[config.mk]
export PLATFORM = sky130hd
export DESIGN_NAME = crc_stream_engine
export DESIGN_NICKNAME = d
export VERILOG_FILES = /design/src/rtl/crc_stream_engine.sv
export SDC_FILE = /design/constraint.sdc
export NUM_CORES = 1
export LEC_CHECK = 0
export CORE_UTILIZATION = 50
export DETAILED_ROUTE_END_ITERATION = 8
export GPL_TIMING_DRIVEN = 0
export PLACE_DENSITY = 0.78
export SLEW_MARGIN = 5
export SYNTH_ARGS = -nofsm -noshare
export SYNTH_HDL_FRONTEND = slang
export SYNTH_SLANG_ARGS = --single-unit
export TNS_END_PERCENT = 5
[constraint.sdc]
create_clock -name clk -period 2.1 [get_ports clk]
set_input_delay 0.21 -clock clk [delete_from_list [all_inputs] [get_ports clk]]
set_output_delay 0.21 -clock clk [all_outputs]
set_load 0.1 [all_outputs]
[src/rtl/crc_stream_engine.sv]
// Parametrised streaming CRC engine: framed valid/ready input beats, one registered CRC per frame.
// Define CRC_CHECK_EN to register a residue check on crc_ok; otherwise crc_ok is tied low.
module crc_stream_engine #(
    parameter int unsigned      DATA_W  = 8,
    parameter int unsigned      CRC_W   = 8,
    parameter logic [CRC_W-1:0] POLY    = 'h07,
    parameter logic [CRC_W-1:0] INIT    = '0,
    parameter logic [CRC_W-1:0] XOR_OUT = '0,
    parameter bit               REFIN   = 1'b0,
    parameter bit               REFOUT  = 1'b0,
    parameter logic [CRC_W-1:0] RESIDUE = '0
) (
    input  logic                clk,
    input  logic                reset,
    input  logic                s_vld,
    output logic                s_rdy,
    input  logic [DATA_W-1:0]   s_data,
    input  logic                s_sop,
    input  logic                s_eop,
    input  logic [DATA_W/8-1:0] s_keep,
    output logic                crc_vld,
    input  logic                crc_rdy,
    output logic [CRC_W-1:0]    crc_out,
    output logic                crc_ok,
    output logic                err_nosop,
    output logic                busy
);
    localparam int unsigned NB = DATA_W / 8;

    typedef enum logic [1:0] {IDLE, RUN, HOLD} state_t;

    state_t           state, state_nxt;
    logic [CRC_W-1:0] crc_reg, crc_calc, crc_post;
    logic             accept, take;

    function automatic logic [7:0] reflect8(input logic [7:0] v);
        logic [7:0] r;
        for (int unsigned i = 0; i < 8; i++) r[i] = v[7-i];
        return r;
    endfunction

    function automatic logic [CRC_W-1:0] reflect_crc(input logic [CRC_W-1:0] v);
        logic [CRC_W-1:0] r;
        for (int unsigned i = 0; i < CRC_W; i++) r[i] = v[CRC_W-1-i];
        return r;
    endfunction

    // Reflected input is handled by bit-reversing the byte and running the MSB-first register.
    function automatic logic [CRC_W-1:0] crc_byte(input logic [CRC_W-1:0] c, input logic [7:0] b);
        logic [CRC_W-1:0] r;
        logic [7:0]       d;
        d = REFIN ? reflect8(b) : b;
        r = c ^ (CRC_W'(d) << (CRC_W - 8));
        for (int unsigned k = 0; k < 8; k++)
            r = r[CRC_W-1] ? ((r << 1) ^ POLY) : (r << 1);
        return r;
    endfunction

    assign s_rdy  = (state != HOLD);
    assign accept = s_vld & s_rdy;
    // Beats in IDLE without sop are dropped and never touch the register.
    assign take   = accept & ((state != IDLE) | s_sop);

    always_comb begin
        crc_calc = s_sop ? INIT : crc_reg;
        for (int unsigned i = 0; i < NB; i++)
            if (s_keep[i]) crc_calc = crc_byte(crc_calc, s_data[DATA_W-1-8*i -: 8]);
        crc_post = (REFOUT ? reflect_crc(crc_calc) : crc_calc) ^ XOR_OUT;
    end

    always_comb begin
        state_nxt = state;
        busy      = (state != IDLE);
        case (state)
            IDLE:    if (accept && s_sop) state_nxt = s_eop ? HOLD : RUN;
            RUN:     if (accept && s_eop) state_nxt = HOLD;
            HOLD:    if (crc_vld && crc_rdy) state_nxt = IDLE;
            default: state_nxt = IDLE;
        endcase
    end

    always_ff @(posedge clk or posedge reset) begin
        if (reset) begin
            state     <= IDLE;
            crc_reg   <= INIT;
            crc_out   <= '0;
            crc_vld   <= 1'b0;
            err_nosop <= 1'b0;
        end else begin
            state     <= state_nxt;
            err_nosop <= accept && (state == IDLE) && !s_sop;
            if (take) crc_reg <= crc_calc;
            if (take && s_eop) begin
                crc_out <= crc_post;
                crc_vld <= 1'b1;
            end else if (crc_vld && crc_rdy) begin
                crc_vld <= 1'b0;
            end
        end
    end

`ifdef CRC_CHECK_EN
    always_ff @(posedge clk or posedge reset) begin
        if (reset)
            crc_ok <= 1'b0;
        else if (take && s_eop)
            crc_ok <= (crc_calc == RESIDUE);
    end
`else
    logic unused_residue;
    assign unused_residue = ^RESIDUE;
    assign crc_ok         = 1'b0;
`endif

endmodule
==> flow_summary.json <==
{
  "status": "finished, final reports clean",
  "crit_type": "register to primary output",
  "syn_inst": 145,
  "cts_buffer_depth": 2,
  "min_path_type": "input pin to asynchronous set/reset pin",
  "grt_overflow_total": 0,
  "cts_tree": "built",
  "p_total_uw": 2960,
  "port_buffers": 26,
  "finalWirelength_microns": 3010,
  "fill_cells": 211,
  "postCtsSetupBuffers": 0,
  "grt.total_usage_pct": 24.2,
  "share_comb_of_total_power_pct": 66.3,
  "r2r_cells": 6,
  "yosysSeqAreaShare_pct": 36.0,
  "final.setup_skew_ps": 20.5,
  "crit_path_end_kind": "primary output",
  "crit_family": "buffers and inverters",
  "required_ps": 1890,
  "dpl.hpwl_microns": 2330,
  "slowest_delay_ps": 1130,
  "clock_latency_ps": 320,
  "h-tree-depth": 1,
  "diodes": 0,
  "yosys_warnings": 0,
  "synth_cell_type_count": 35,
  "die_area_sq_mm": 0.00299,
  "dieHeight_microns": 54.7,
  "async_reset_ff_share_pct": 100,
  "avgSynthCellArea_sq_um": 9.58,
  "period_needed_ps": 2050,
  "worstPathMaxFanout": 2,
  "vias_per_cell": 5.56,
  "whs_ps": 302,
  "fin_area_sq_mm": 0.00176,
  "place.gp.congestion": 0.855,
  "cp_cell_sequence": "clkdlybuf4s50_1",
  "routedWlPerCell_microns": 14.7,
  "vias": 1140,
  "placed_cell_area_sq_mm": 0.00169,
  "fp-row-count": 18,
  "area_growth_pct": 26.8,
  "drive_above_1_share_pct": 9.71,
  "seq_power_share_pct": 22.8,
  "drv_slew": 0,
  "cts_root_buffer": "clkbuf_4",
  "crit_arrival_ps": 1840,
  "grt_pass1_vias": 1090,
  "grt_antenna_before_repair": 0,
  "ir_drop_uv": 1400,
  "syn_nets": 160,
  "numClockSinks": 20,
  "die_x_microns": 54.7,
  "fmax_ghz": 0.487,
  "grt_pass1_wl_microns": 4940,
  "placedCellCount": 201,
  "synth-edff-count": 0,
  "period_share_pct": 97.7,
  "switching_share_pct": 52.9,
  "crit_slowest_cell": "clkdlybuf4s50_1",
  "grt_setup_unrepaired": "no",
  "firstDrtPassIters": 4,
  "synth_ff_type": "dfrtp_1",
  "start_kind": "register",
  "leakagePower_uw": 0.000794,
  "rrSetupSlack_ps": 100,
  "ys_ff_latch": 20,
  "tns_ps": 0,
  "antenna_left": 0,
  "numCtsBuffers": 3,
  "hold_viol": 0,
  "setup_violations": 0,
  "drc": 0,
  "nets": 191,
  "grt_max_degree": 21,
  "io_pins": 28,
  "worst_slew_pin_slew_ps": 971,
  "synth_area_sq_mm": 0.00139,
  "fp.coreArea_sq_mm": 0.00254,
  "r2r_start": "crc_reg[5]",
  "initial_core_util_pct": 54.6,
  "drt_iter0_markers": 33,
  "p_switching_uw": 1570,
  "r2r-end": "crc_reg[7]",
  "crit_buf_inv": 1,
  "p_per_area_mw_per_mm2": 1680,
  "internal-power_uw": 1390,
  "power_frac_clock_pct": 10.8,
  "maxCapViolCount": 0,
  "clk_pin_slew_ps": 130,
  "fin_cells": 205,
  "max_slew_margin_pct": 35.1
}
[synth_stat cells, types with 4 or more instances]
master	instances	share of area [%]
o21ai_1	6	2.2
dfrtp_1	20	36
o21ai_0	11	4.0
nand2_1	14	3.8
a21oi_1	6	2.2
nor2_1	14	3.8
xor2_1	7	4.4
xnor3_1	6	9.7
inv_1	4	1.1
xnor2_1	9	5.7
clkbuf_1	5	1.4
[layout make-up]
cell class | instances | area (sq um) | share of cell area, %
buffer | 8 | 42.5 | 2.41
clock buffer | 3 | 22.5 | 1.28
clock inverter | 1 | 30.0 | 1.70
inverter | 4 | 15.0 | 0.852
multi-input combinational | 113 | 851 | 48.3
sequential | 20 | 500 | 28.4
tap | 30 | 37.5 | 2.13
timing repair buffer | 26 | 263 | 14.9
[power groups by stage]
stage	combinational, uW	clock, uW	sequential (uW)
2_1_floorplan	996	0	1220
3_3_place_gp	1910	0	666
3_5_place_dp	1950	0	677
4_1_cts	1940	323	669
5_1_grt	2100	336	701
6_report	1960	321	675
[how the worst max path moves through the flow]
stage                       to  cells past startpoint  slack, ps        from
CTS                 crc_out[2]                      7         30  crc_reg[7]
global placement    crc_out[4]                      7       -280       s_sop
detailed placement  crc_out[4]                      7       -310       s_sop
global route        crc_reg[7]                      6          7  crc_reg[5]
floorplan           crc_reg[7]                      6        280  crc_reg[5]
finish              crc_out[4]                      1         50  crc_out[4]
[cells in the final DEF, fill, tap and decap left out, types with 3 or more instances in the layout]
master,instances
xnor3_1,6
nor3b_1,3
o22a_1,3
clkdlybuf4s50_1,22
o21ai_1,6
xnor2_1,9
mux2_2,3
clkbuf_1,4
clkbuf_4,3
o21ai_0,11
inv_1,4
dfrtp_1,20
xor2_1,6
nor2_1,14
buf_4,3
nor3_1,3
nand2_1,14
a22oi_1,3
a21oi_1,6
mux2i_1,3
[cells by family (layout without fill, tap and decap cells)]
family,count (synthesis),after routing,synth area share (%)
DFF,20,20,36.0
buffers and inverters,12,42,4.05
muxes,7,7,5.41
and+or+nand+nor,42,42,14.5
other,1,1,0.270
xor gates and xnor gates,24,24,22.2
AOI/OAI and AO/OA,39,39,17.6
[repair_timing]
action	CTS	global route
hold buffers	0	0
resized for setup	2	6
setup endpoints to repair	2	10
[routing by layer]
metal  global-route usage (%)  wire length, microns  vias up
met3                     5.56                   201        5
met2                     40.4                  1490       38
li1                         -                     -      559
met1                     30.7                  1280      538
met5                        0                     0        -
met4                     7.26                    39        0
[metrics by stage]
stage,setup WS (ps),util (%)
global placement,-275,66.3
detailed placement,-305,66.3
global route,6.54,69.2
CTS,33.5,68.2
finish,48.2,69.2
floorplan,282,-
(Power assumes the default switching activity.)
